### src/rtl/uart_arb_pkg.sv
// Shared types for the UART bus arbiter: FSM states, the forwarded bus request
// bundle, and the supported requester limit.
package uart_arb_pkg;
  localparam int MaxReq = 8;

  typedef enum logic {IDLE, BUSY} arb_state_t;

  typedef struct packed {
    logic        wen;
    logic        ren;
    logic [31:0] addr;
    logic [31:0] wdata;
    logic [3:0]  strobe;
  } bp_req_t;
endpackage

### src/rtl/uart_bus_arbiter_rr_pick.sv
// Combinational round-robin picker: first active requester at or after ptr,
// wrapping modulo N.
module rr_pick #(
  parameter  int N  = 2,
  localparam int PW = (N > 1) ? $clog2(N) : 1
) (
  input  logic [N-1:0]  active,
  input  logic [PW-1:0] ptr,
  output logic [PW-1:0] idx,
  output logic          valid
);
  logic [PW-1:0] cand;

  // Walk from the farthest distance back to ptr so the nearest active one wins.
  always_comb begin
    idx   = '0;
    valid = 1'b0;
    cand  = '0;
    for (int k = N - 1; k >= 0; k--) begin
      cand = PW'((int'(ptr) + k) % N);
      if (active[cand]) begin
        idx   = cand;
        valid = 1'b1;
      end
    end
  end
endmodule

### src/rtl/uart_bus_arbiter.sv
// Round-robin arbiter sharing the UART bus_protocol_if slave between NumReq
// requesters; grant is locked across stalls with an optional stall timeout.
module uart_bus_arbiter
  import uart_arb_pkg::*;
#(
  parameter int NumReq     = 2,
  parameter int TimeoutCyc = 0
) (
  input  logic                    clk,
  input  logic                    nReset,
  input  logic [NumReq-1:0]       req_wen,
  input  logic [NumReq-1:0]       req_ren,
  input  logic [NumReq-1:0][31:0] req_addr,
  input  logic [NumReq-1:0][31:0] req_wdata,
  input  logic [NumReq-1:0][3:0]  req_strobe,
  output logic [NumReq-1:0][31:0] req_rdata,
  output logic [NumReq-1:0]       req_error,
  output logic [NumReq-1:0]       req_stall,
  output logic                    bp_wen,
  output logic                    bp_ren,
  output logic [31:0]             bp_addr,
  output logic [31:0]             bp_wdata,
  output logic [3:0]              bp_strobe,
  input  logic [31:0]             bp_rdata,
  input  logic                    bp_error,
  input  logic                    bp_stall
);
  localparam int PW = $clog2(NumReq);
  localparam int TW = (TimeoutCyc > 0) ? $clog2(TimeoutCyc + 1) : 1;
  localparam logic [TW-1:0] TLast = TW'((TimeoutCyc > 0) ? TimeoutCyc - 1 : 0);

  arb_state_t            state_q, state_d;
  logic [PW-1:0]         ptr_q, ptr_d, owner_q, owner_d;
  logic [TW-1:0]         tcnt_q, tcnt_d;
  logic [NumReq-1:0]     active;
  bp_req_t [NumReq-1:0]  reqs;
  bp_req_t               fwd;
  logic [PW-1:0]         win_idx, gnt_idx;
  logic                  win_vld, gnt_vld, abort;

  function automatic logic [PW-1:0] wrap_inc(input logic [PW-1:0] i);
    return (int'(i) == NumReq - 1) ? '0 : i + 1'b1;
  endfunction

  assign active = req_wen | req_ren;

  always_comb begin
    for (int i = 0; i < NumReq; i++)
      reqs[i] = {req_wen[i], req_ren[i], req_addr[i], req_wdata[i], req_strobe[i]};
  end

  rr_pick #(.N(NumReq)) u_pick (
    .active (active),
    .ptr    (ptr_q),
    .idx    (win_idx),
    .valid  (win_vld)
  );

  always_ff @(posedge clk or negedge nReset) begin
    if (!nReset) begin
      state_q <= IDLE;
      ptr_q   <= '0;
      owner_q <= '0;
      tcnt_q  <= '0;
    end else begin
      state_q <= state_d;
      ptr_q   <= ptr_d;
      owner_q <= owner_d;
      tcnt_q  <= tcnt_d;
    end
  end

  always_comb begin
    state_d = state_q;
    ptr_d   = ptr_q;
    owner_d = owner_q;
    tcnt_d  = tcnt_q;
    gnt_vld = 1'b0;
    gnt_idx = win_idx;
    abort   = 1'b0;
    case (state_q)
      IDLE: begin
        tcnt_d = '0;
        if (win_vld) begin
          gnt_vld = 1'b1;
          if (!bp_stall) begin
            ptr_d = wrap_inc(win_idx);
          end else begin
            owner_d = win_idx;
            state_d = BUSY;
          end
        end
      end
      BUSY: begin
        gnt_idx = owner_q;
        if (!active[owner_q]) begin
          // Owner walked away mid-transfer: drop the bus, keep fairness pointer.
          state_d = IDLE;
          tcnt_d  = '0;
        end else begin
          gnt_vld = 1'b1;
          if (!bp_stall) begin
            ptr_d   = wrap_inc(owner_q);
            state_d = IDLE;
          end else if (TimeoutCyc > 0 && tcnt_q == TLast) begin
            abort   = 1'b1;
            ptr_d   = wrap_inc(owner_q);
            state_d = IDLE;
          end else if (tcnt_q != '1) begin
            tcnt_d = tcnt_q + 1'b1;
          end
        end
      end
      default: state_d = IDLE;
    endcase
  end

  always_comb begin
    fwd       = gnt_vld ? reqs[gnt_idx] : '0;
    bp_wen    = fwd.wen & ~abort & nReset;
    bp_ren    = fwd.ren & ~abort & nReset;
    bp_addr   = fwd.addr;
    bp_wdata  = fwd.wdata;
    bp_strobe = fwd.strobe;
    for (int i = 0; i < NumReq; i++) begin
      req_rdata[i] = '0;
      req_error[i] = 1'b0;
      req_stall[i] = active[i];
      if (!nReset) begin
        req_stall[i] = 1'b1;
      end else if (gnt_vld && gnt_idx == PW'(i)) begin
        if (abort) begin
          req_error[i] = 1'b1;
          req_stall[i] = 1'b0;
        end else begin
          req_rdata[i] = bp_rdata;
          req_error[i] = bp_error;
          req_stall[i] = bp_stall;
        end
      end
    end
  end
endmodule
### config.mk
export PLATFORM = sky130hd
export DESIGN_NAME = uart_bus_arbiter
export DESIGN_NICKNAME = d
export VERILOG_FILES = /design/src/rtl/uart_arb_pkg.sv /design/src/rtl/uart_bus_arbiter_rr_pick.sv /design/src/rtl/uart_bus_arbiter.sv
export SDC_FILE = /design/constraint.sdc
export NUM_CORES = 1
export LEC_CHECK = 0
export ABC_AREA = 1
export CORE_AREA = 2 2 121 123
export DETAILED_ROUTE_END_ITERATION = 7
export DIE_AREA = 0 0 123 125
export SLEW_MARGIN = 20
export SYNTH_ARGS = -nofsm -noshare
export SYNTH_HDL_FRONTEND = slang
export SYNTH_HIERARCHICAL = 1
export SYNTH_SLANG_ARGS = --single-unit
### constraint.sdc
create_clock -name clk -period 1.8 [get_ports clk]
set_clock_uncertainty 0.15 [all_clocks]
set_input_delay 0.36 -clock clk [delete_from_list [all_inputs] [get_ports clk]]
set_output_delay 0.36 -clock clk [all_outputs]
set_load 0.05 [all_outputs]
; Word level (Yosys, flattened, before mapping)
; Index checks and enable logic that the tools add are counted.
[word_totals]
register_bits = 3
in_bits = 176
out_inout_bits = 138
elab_cells = 63
[op_classes]
addsub = 3
magnitude_cmp = 4
eq_ne = 4
n_mux = 40
bitwise = 5
reduce_logical = 4
[op_table]
columns = cell, n
row1 = 70-bit two-way mux, 3
row2 = 32-bit two-way mux, 4
row3 = 1-bit two-way mux, 30
row4 = "1-bit by 2-bit < comparator with 1-bit output, second input constant", 4
row5 = 1-bit case mux with 2 select lines, 3
row6 = "2-bit by 1-bit != test with 1-bit output, second input constant", 2
row7 = "2-bit != test, second input constant", 2
row8 = 4-bit AND reduction, 1
row9 = "1-bit adder, second input constant", 3
row10 = 3-bit AND reduction, 1
row11 = 1-bit bitwise AND, 2
row12 = 1-bit logical AND, 2
row13 = 1-bit NOT, 2
row14 = 2-bit bitwise OR, 1

; Logic depth before layout (Yosys ltp)
; Gate-level depths: netlist of the first run.
[logic_depth]
depth_word = 10
ltp_mapped = 13
depth_no_buf = 11

; Cells and area by module
; Netlist of the first run, hierarchy kept.
[by_module_without_submodules]
columns = module, n_inst, cells_per_inst, area_per_inst_um2, seq_area_each_um2
row1 = uart_bus_arbiter, 1, 521, 2223.4, 75.1
row2 = rr_pick, 1, 4, 18.8, 0.0

; Least setup slack after synthesis of the first run
; Ideal clock, no wire load.
[synth_timing]
path_type = input-to-output
from = input port req_ren[0]
to = output port req_rdata[33] (netlist name)
arrival_time_ns = 2.202
t_required_ns = 1.290
slack_ns = -0.912
cell_stages = 8
path_buffers = 1
cell_sequence = inv_1 -> nand2_1 -> a21oi_1 -> inv_1 -> o21ai_2 -> nand2_2 -> buf_6 -> nor3_1
[synth_rtl]
columns = item, line
row1 = from (decl), uart_bus_arbiter.sv:12  ; input logic [NumReq-1:0] req_ren,
row2 = to (decl), uart_bus_arbiter.sv:16  ; output logic [NumReq-1:0][31:0] req_rdata,

; Final worst setup path of the first run
[layout_timing]
from = input port req_wen[1]
to = output port bp_addr[2]
[layout_between]
elab_chain_cells = 9
word_cells_on_any_way = 18
classes_between = mux (17) / bitwise (1)
[layout_lines]
columns = item, line
row1 = from (decl), uart_bus_arbiter.sv:11  ; input logic [NumReq-1:0] req_wen,
row2 = 2-bit bitwise OR *, uart_bus_arbiter.sv:45  ; assign active = req_wen | req_ren;
row3 = named net active[1], uart_bus_arbiter.sv:35  ; logic [NumReq-1:0] active;
row4 = 1-bit two-way mux (implied by the code) (2 in series), uart_bus_arbiter_rr_pick.sv:21  ; if (active[cand]) begin
row5 = 1-bit two-way mux, uart_bus_arbiter_rr_pick.sv:21
row6 = 1-bit two-way mux *, uart_bus_arbiter_rr_pick.sv:21
row7 = named net win_idx, uart_bus_arbiter.sv:38  ; logic [PW-1:0] win_idx, gnt_idx;
row8 = 1-bit two-way mux *, uart_bus_arbiter.sv:81  ; case (state_q)
row9 = 70-bit two-way mux (implied by the code) * (2 in series), uart_bus_arbiter.sv:119  ; fwd = gnt_vld ? reqs[gnt_idx] : '0;
row10 = 70-bit two-way mux *, uart_bus_arbiter.sv:119
row11 = to (decl), uart_bus_arbiter.sv:21  ; output logic [31:0] bp_addr,
; Mark *: on every way through the listed nets, which the timed path passes. The rest lies on a longest branch. The select of a mux whose other input is x is not followed.

==> flow_summary_export.csv, run 1 <==
group,metric,value,unit
status,status,"finished, violations left",
status,failed_checks,"negative setup slack",
power,vdd_drop_max,502,uV
cts,clock-root-buffer,"clkbuf_16",
finish,layout-drive-gt1-share,61.8,%
cts,cts.htree.levels,1,
power,powerDensity,1110,nW/um^2
setup_path,worstPathArrival,1.96,ns
logic_synthesis,netlist_top_cells_count,"288 x nand2_1, 112 x inv_1, 66 x nor3_1",
timing,rsz0062_at_grt,"yes",
logic_synthesis,synth.area.top_cells,"nand2_1 48%, inv_1 19%, nor3_1 15%, buf_4 4.7%, dfrtp_1 3.3%",
logic_synthesis,yosysTopAreaCell,"nand2_1",
route,wl_met2,9460,um
logic_synthesis,synth_cell_types,18,
cts,clkTransAtPathRegs,0.03,ns
placed_design,gp_congestion,0.840,
finish,synthToLayoutAreaGrowth,330,%
route,viasPerCell,4.32,
setup_path,ff2ff_setup_slack,0.06,ns
timing,setup_viol,138,
setup_path,critPathRequiredTime,1.29,ns
power,p_total,0.0107,W
setup_path,r2r-end,"ptr_q$_DFFE_PN0P_",
min_path,min_path_type,"input pin to asynchronous set/reset pin",
logic_synthesis,synth_warnings,6,
setup_path,path_cells,"buf_6, buf_6, inv_12, nand2_4, inv_2, a21oi_2, inv_2, o21ai_4, buf_6, buf_12, buf_12, clkbuf_16, nand2_4, nand2_2, nand2_2, clkinvlp_4, buf_12",
timing,final-hold-violation-count,0,
logic_synthesis,synthArstFlopShare,100,%
grt,grt_use_total,20.8,%
placed_design,io_buffers,313,
route,vias,4648,
floorplanning,core_region_area,14200,sq um
setup_path,crit_slowest_cell,"o21ai_4",
timing,finalCritPeriodShare,137,%
floorplanning,dieArea,15400,sq um
placed_design,place_hpwl,12000,um
logic_synthesis,synth_nets,701,
power,p_leak,4.35,nW
route,routed_wl,17000,um
logic_synthesis,synth_seq_area_share,3.35,%
route,final_antenna_net_count,0,
setup_path,crit_path_max_incr_delay,0.18,ns
setup_path,worstReg2RegStart,"ptr_q$_DFFE_PN0P_",
grt,grt_overflow,0,
setup_path,critPathLaunchType,"input pin",
route,wirelength_met1,5570,um
floorplanning,start_util,15.8,%
grt,grt_pass1_vias,4649,
setup_path,crit_fanout,7,
timing,period_minus_slack,2.47,ns
cts,ctsLongestPathBuffers,2,
timing,holdWs,0.406,ns
cts,cts_tree,"done",
logic_synthesis,ys_ff_latch,3,
route,highest_layer,"met4",
grt,antenna_found_initial,0,
logic_synthesis,synth-edff-count,0,
timing,final-max-slew-violation-count,0,
route,wl_met3,1710,um
grt,grt_pass1_wl,25200,um
grt,grt_max_degree,23,
logic_synthesis,synth_most_common_cell,"nand2_1",
finish,nNetsFinal,1068,
setup_path,end_kind,"output port",
route,detail_route.first_pass.iterations,4,
cts,clock-sinks,3,
logic_synthesis,syn_avg_cell_area,4.27,sq um
route,drc,0,
logic_synthesis,synth_top_area_share,48.2,%
logic_synthesis,syn_area,2240,sq um
setup_path,path_buf_inv,11,
setup_path,r2r_cells,10,
cts,clock_latency,0.23,ns
timing,fmax,404,MHz
logic_synthesis,syn_inst,525,
setup_path,cpLargestDelayFamily,"buffers and inverters",
floorplanning,fp.dieH,125,um
route,wl_per_cell,15.8,um
flow_run,maxCapViolCount,0,
timing,tightestPinTransition,0.252,ns
route,drt_iter0_markers,158,
timing,setup-tns-final,-79.49,ns
cts,cts_buffers,3,
floorplanning,io_pins,314,
cts,holdBufCountCts,0,
timing,slew_headroom,83.2,%
floorplanning,row_count,44,
finish,n_antenna_cell,0,
floorplanning,die_w,123,um
timing,setup_slack,-0.674,ns
setup_path,path_class,"input pin to output port",
logic_synthesis,ys.flop_type,"dfrtp_1",
-- cells by family after synthesis --
| family | synth area share [%] |
|---|---|
| flops | 3.35 |
| compound gates | 1.51 |
| buf+inv | 29.3 |
| simple gates | 65.8 |
-- worst max path at each step --
stage          startpoint            end  slack [ns]  depth (start not counted)
2_1_floorplan  req_wen[1]  req_rdata[33]       -0.30                          9
3_3_place_gp   req_wen[1]  req_rdata[14]       -0.99                         14
3_5_place_dp   req_wen[1]  req_rdata[19]       -1.01                         14
4_1_cts        req_wen[1]    bp_wdata[9]       -0.63                         12
5_1_grt        req_wen[1]    bp_addr[14]       -0.75                         18
6_report       req_wen[1]     bp_addr[2]       -0.67                         17
-- flip-flops by register name, indices dropped and copies added (netlist names) --
name / cells
ptr_q: 1
state_q: 1
owner_q: 1
-- worst register-to-register path: cells and delay by family, from the launching register on --
kind / cells / cell delay, ns
buf+inv: 7 / 0.72
compound gates: 3 / 0.40
flops: 1 / 0.36
-- where the power goes --
part	internal (W)	switching (W)	leakage [nW]	total (W)
Clock	0.000293	0.0000678	0.0382	0.000361
Combinational	0.00480	0.00545	4.28	0.0102
Sequential	0.0000865	0.0000188	0.0368	0.000105
-- metal layers --
layer | vias up | track usage (%)
li1 | 2269 | -
met1 | 2156 | 21.3
met2 | 206 | 41.0
met3 | 17 | 6.52
met4 | 0 | 3.01
met5 | - | 0
-- layout make-up --
cell class / count / area [sq um]
Multi-Input combinational cell: 373 / 3020
Inverter: 114 / 646
Sequential cell: 3 / 75.1
Tap cell: 184 / 230
Timing Repair Buffer: 397 / 5580
Clock buffer: 4 / 78.8
Fill cell: 1057 / 4570
-- what timing repair did --
| item | in CTS | in global routing |
|---|---|---|
| gates cloned | 17 | 3 |
| pin swaps | 32 | 52 |
| buffers inserted | 20 | 6 |
| endpoints found under the setup margin | 140 | 138 |
| resized for setup | 197 | 122 |
-- cell usage in the layout, fill, tap and decap left out, types with 3 or more instances in the layout --
| master | n |
|---|---|
| buf_8 | 5 |
| buf_12 | 127 |
| nand2_1 | 125 |
| inv_6 | 3 |
| buf_16 | 15 |
| nor3_4 | 66 |
| dfrtp_1 | 3 |
| nand2_2 | 115 |
| inv_2 | 24 |
| nand3_4 | 4 |
| inv_1 | 36 |
| buf_6 | 46 |
| clkinvlp_4 | 48 |
| buf_2 | 3 |
| nand2_4 | 48 |
| clkdlybuf4s50_1 | 171 |
| clkbuf_16 | 6 |
| buf_4 | 26 |
-- metrics by stage --
| step | setup slack (ns) | utilization (%) | cell area, sq um | std cells |
|---|---|---|---|---|
| 2_1_floorplan | -0.303 | - | 3450 | 525 |
| 3_3_place_gp | -0.988 | 56.1 | 7970 | 1031 |
| 3_5_place_dp | -1.01 | 56.1 | 7970 | 1031 |
| 4_1_cts | -0.633 | 64.9 | 9210 | 1072 |
| 5_1_grt | -0.746 | 67.8 | 9630 | 1075 |
| 6_report | -0.674 | 67.8 | 9630 | 1075 |
Note: power is estimated with default switching activity, not from simulation.
==> inputs of run 2 (changes only) <==
--- a/config.mk
+++ b/config.mk
@@ -9,6 +9,7 @@
 export CORE_AREA = 2 2 121 123
 export DETAILED_ROUTE_END_ITERATION = 7
 export DIE_AREA = 0 0 123 125
+export SKIP_CTS_REPAIR_TIMING = 1
 export SLEW_MARGIN = 20
 export SYNTH_ARGS = -nofsm -noshare
 export SYNTH_HDL_FRONTEND = slang
==> run 2 against run 1 <==
Compared with the run above:
- the run still ends with negative setup slack left
- flip-flop and latch count is the same
- die area is the same
- critical path depth shrank 1
- maximum frequency grew 3.8%
- critical endpoint is now bp_wdata[29]
- highest routed layer unchanged
==> flow_summary_export.csv, run 2 (synthesis results as in run 1) <==
group,metric,value,unit
status,status,"finished, violations left",
status,failed_checks,"negative setup slack",
flow_run,maxCapViolCount,0,
power,switching_power,0.00505,W
route,detail_route.first_pass.iterations,4,
route,wl_per_cell,14.6,um
cts,clock_latency,0.22,ns
route,wirelength_met1,5180,um
timing,setup_slack,-0.584,ns
placed_design,pre_cts_ws,-1.01,ns
route,routed_wl,15400,um
timing,final-max-slew-violation-count,0,
timing,slew_headroom,82.6,%
timing,tightestPinTransition,0.261,ns
power,vdd_drop_max,455,uV
grt,grt_use_total,17.6,%
setup_path,path_class,"input pin to output port",
cts,cts_buffers,3,
floorplanning,core_region_area,14200,sq um
route,viasPerCell,4.15,
timing,fmax,419,MHz
route,wl_met2,8290,um
route,final_antenna_net_count,0,
placed_design,dp.cells,1031,
setup_path,worstPathArrival,1.87,ns
floorplanning,io_pins,314,
floorplanning,fp.dieH,125,um
setup_path,crit_fanout,7,
grt,grt_pass1_wl,21700,um
grt,grt_pass1_vias,4133,
grt,grt_max_degree,44,
route,vias,4391,
cts,clkTransAtPathRegs,0.03,ns
route,wl_met3,1810,um
floorplanning,die_w,123,um
finish,reg_top3,"owner_q (1), ptr_q (1), state_q (1)",
power,internal_power,0.00448,W
power,powerDensity,1080,nW/um^2
finish,layout-drive-gt1-share,49.6,%
power,p_total,0.00953,W
cts,clock-root-buffer,"clkbuf_16",
timing,rsz0062_at_grt,"yes",
power,p_sw_share,53.0,%
setup_path,end_kind,"output port",
grt,antenna_found_initial,0,
finish,final_cell_mix,"214 x nand2_1, 171 x clkdlybuf4s50_1, 120 x buf_12",
finish,synthToLayoutAreaGrowth,294,%
setup_path,critPathLaunchType,"input pin",
route,drc,0,
floorplanning,start_util,15.8,%
placed_design,io_buffers,313,
power,p_leak,4.03,nW
placed_design,place_hpwl,12000,um
power,clockPowerShare,3.7,%
cts,cts_tree,"done",
min_path,min_path_type,"register to register",
placed_design,gp_congestion,0.840,
finish,n_antenna_cell,0,
floorplanning,dieArea,15400,sq um
timing,period_minus_slack,2.38,ns
finish,nFillCells,1202,
grt,grt_overflow,0,
setup_path,r2r_cells,9,
power,combPwrFrac,95.2,%
finish,nNetsFinal,1052,
cts,clock-sinks,3,
cts,ctsLongestPathBuffers,2,
min_path,whs_path_depth,2,
finish,finalCoreUtilization,62.2,%
cts,cts.htree.levels,1,
floorplanning,row_count,44,
setup_path,critPathRequiredTime,1.29,ns
route,drt_iter0_markers,102,
timing,finalCritPeriodShare,132,%
finish,layout_commonest_cell,"nand2_1",
power,pwr-share-seq,1.1,%
timing,final-hold-violation-count,0,
route,highest_layer,"met4",
timing,setup_viol,138,
finish,final_cells,1059,
run 2: changes by cell type in the layout (fill, tap and decap cells not counted), moves of 2 or more:
cell,delta
buf_12,-7
clkbuf_2,+3
nand2_4,-35
buf_2,-3
inv_1,+10
buf_6,-3
nand2_1,+89
buf_16,-12
nand2_2,-54
inv_2,-10
buf_4,+2
clkbuf_16,+6
run 2: through the flow:
stage	TNS, ns	hold slack, ns	cell area [sq um]
after detailed placement	-131.93	0.338	7970
after global placement	-128.41	0.355	7970
after global routing	-80.27	0.414	8830
after floorplan	-31.12	-0.0856	3450
after CTS	-132.67	0.356	8050
final	-70.89	0.378	8830
run 2: layout make-up:
cell class | count | area (sq um) | share of cell area [%]
repair buffers | 381 | 5190 | 58.8
well taps | 184 | 230 | 2.61
flip-flops and latches | 3 | 75.1 | 0.850
inverters | 114 | 641 | 7.25
multi-input cells | 373 | 2620 | 29.6
clock buffers | 4 | 78.8 | 0.892
run 2: path summary, 6_finish.rpt:
kind,start,end,slack (ns)
min in group asynchronous,nReset,state_q$_DFF_PN0_,0.41
max in group asynchronous,nReset,owner_q$_DFFE_PN0P_,0.97
min,ptr_q$_DFFE_PN0P_,ptr_q$_DFFE_PN0P_,0.38
max,req_wen[1],bp_wdata[29],-0.58
max reg2reg,ptr_q$_DFFE_PN0P_,ptr_q$_DFFE_PN0P_,0.14
min reg2reg,ptr_q$_DFFE_PN0P_,ptr_q$_DFFE_PN0P_,0.38
run 2: power by group through the flow:
stage	Sequential, W	Combinational, W	Clock [W]
after floorplan	0.0000977	0.00463	0
after global placement	0.0000991	0.00818	0
after detailed placement	0.0000987	0.00821	0
after CTS	0.0000980	0.00823	0.000362
after global routing	0.000108	0.00952	0.000368
final	0.000105	0.00907	0.000355
run 2: worst max-delay path: stages:
cell        delay [ns]
buf_6             0.07
buf_6             0.11
inv_12            0.03
nand2_4           0.05
inv_2             0.03
a21oi_2           0.11
inv_2             0.06
o21ai_4           0.21
buf_12            0.18
buf_12            0.13
buf_12            0.14
nand2_2           0.05
nand2_2           0.06
nand2_2           0.06
clkinvlp_4        0.08
buf_12            0.13
run 2: routing by layer:
metal / vias up / track usage, %
li1: 2226 / -
met2: 197 / 33.6
met3: 10 / 6.52
met5: - / 0
met1: 1958 / 18.3
met4: 0 / 2.74
==> inputs of run 3 (changes only) <==
--- a/config.mk
+++ b/config.mk
@@ -9,6 +9,7 @@
 export CORE_AREA = 2 2 121 123
 export DETAILED_ROUTE_END_ITERATION = 7
 export DIE_AREA = 0 0 123 125
+export HOLD_SLACK_MARGIN = 0.02
 export SKIP_CTS_REPAIR_TIMING = 1
 export SLEW_MARGIN = 20
 export SYNTH_ARGS = -nofsm -noshare
==> results of run 3 <==
No change in the layout: final DEF, timing and power equal those of run 2.
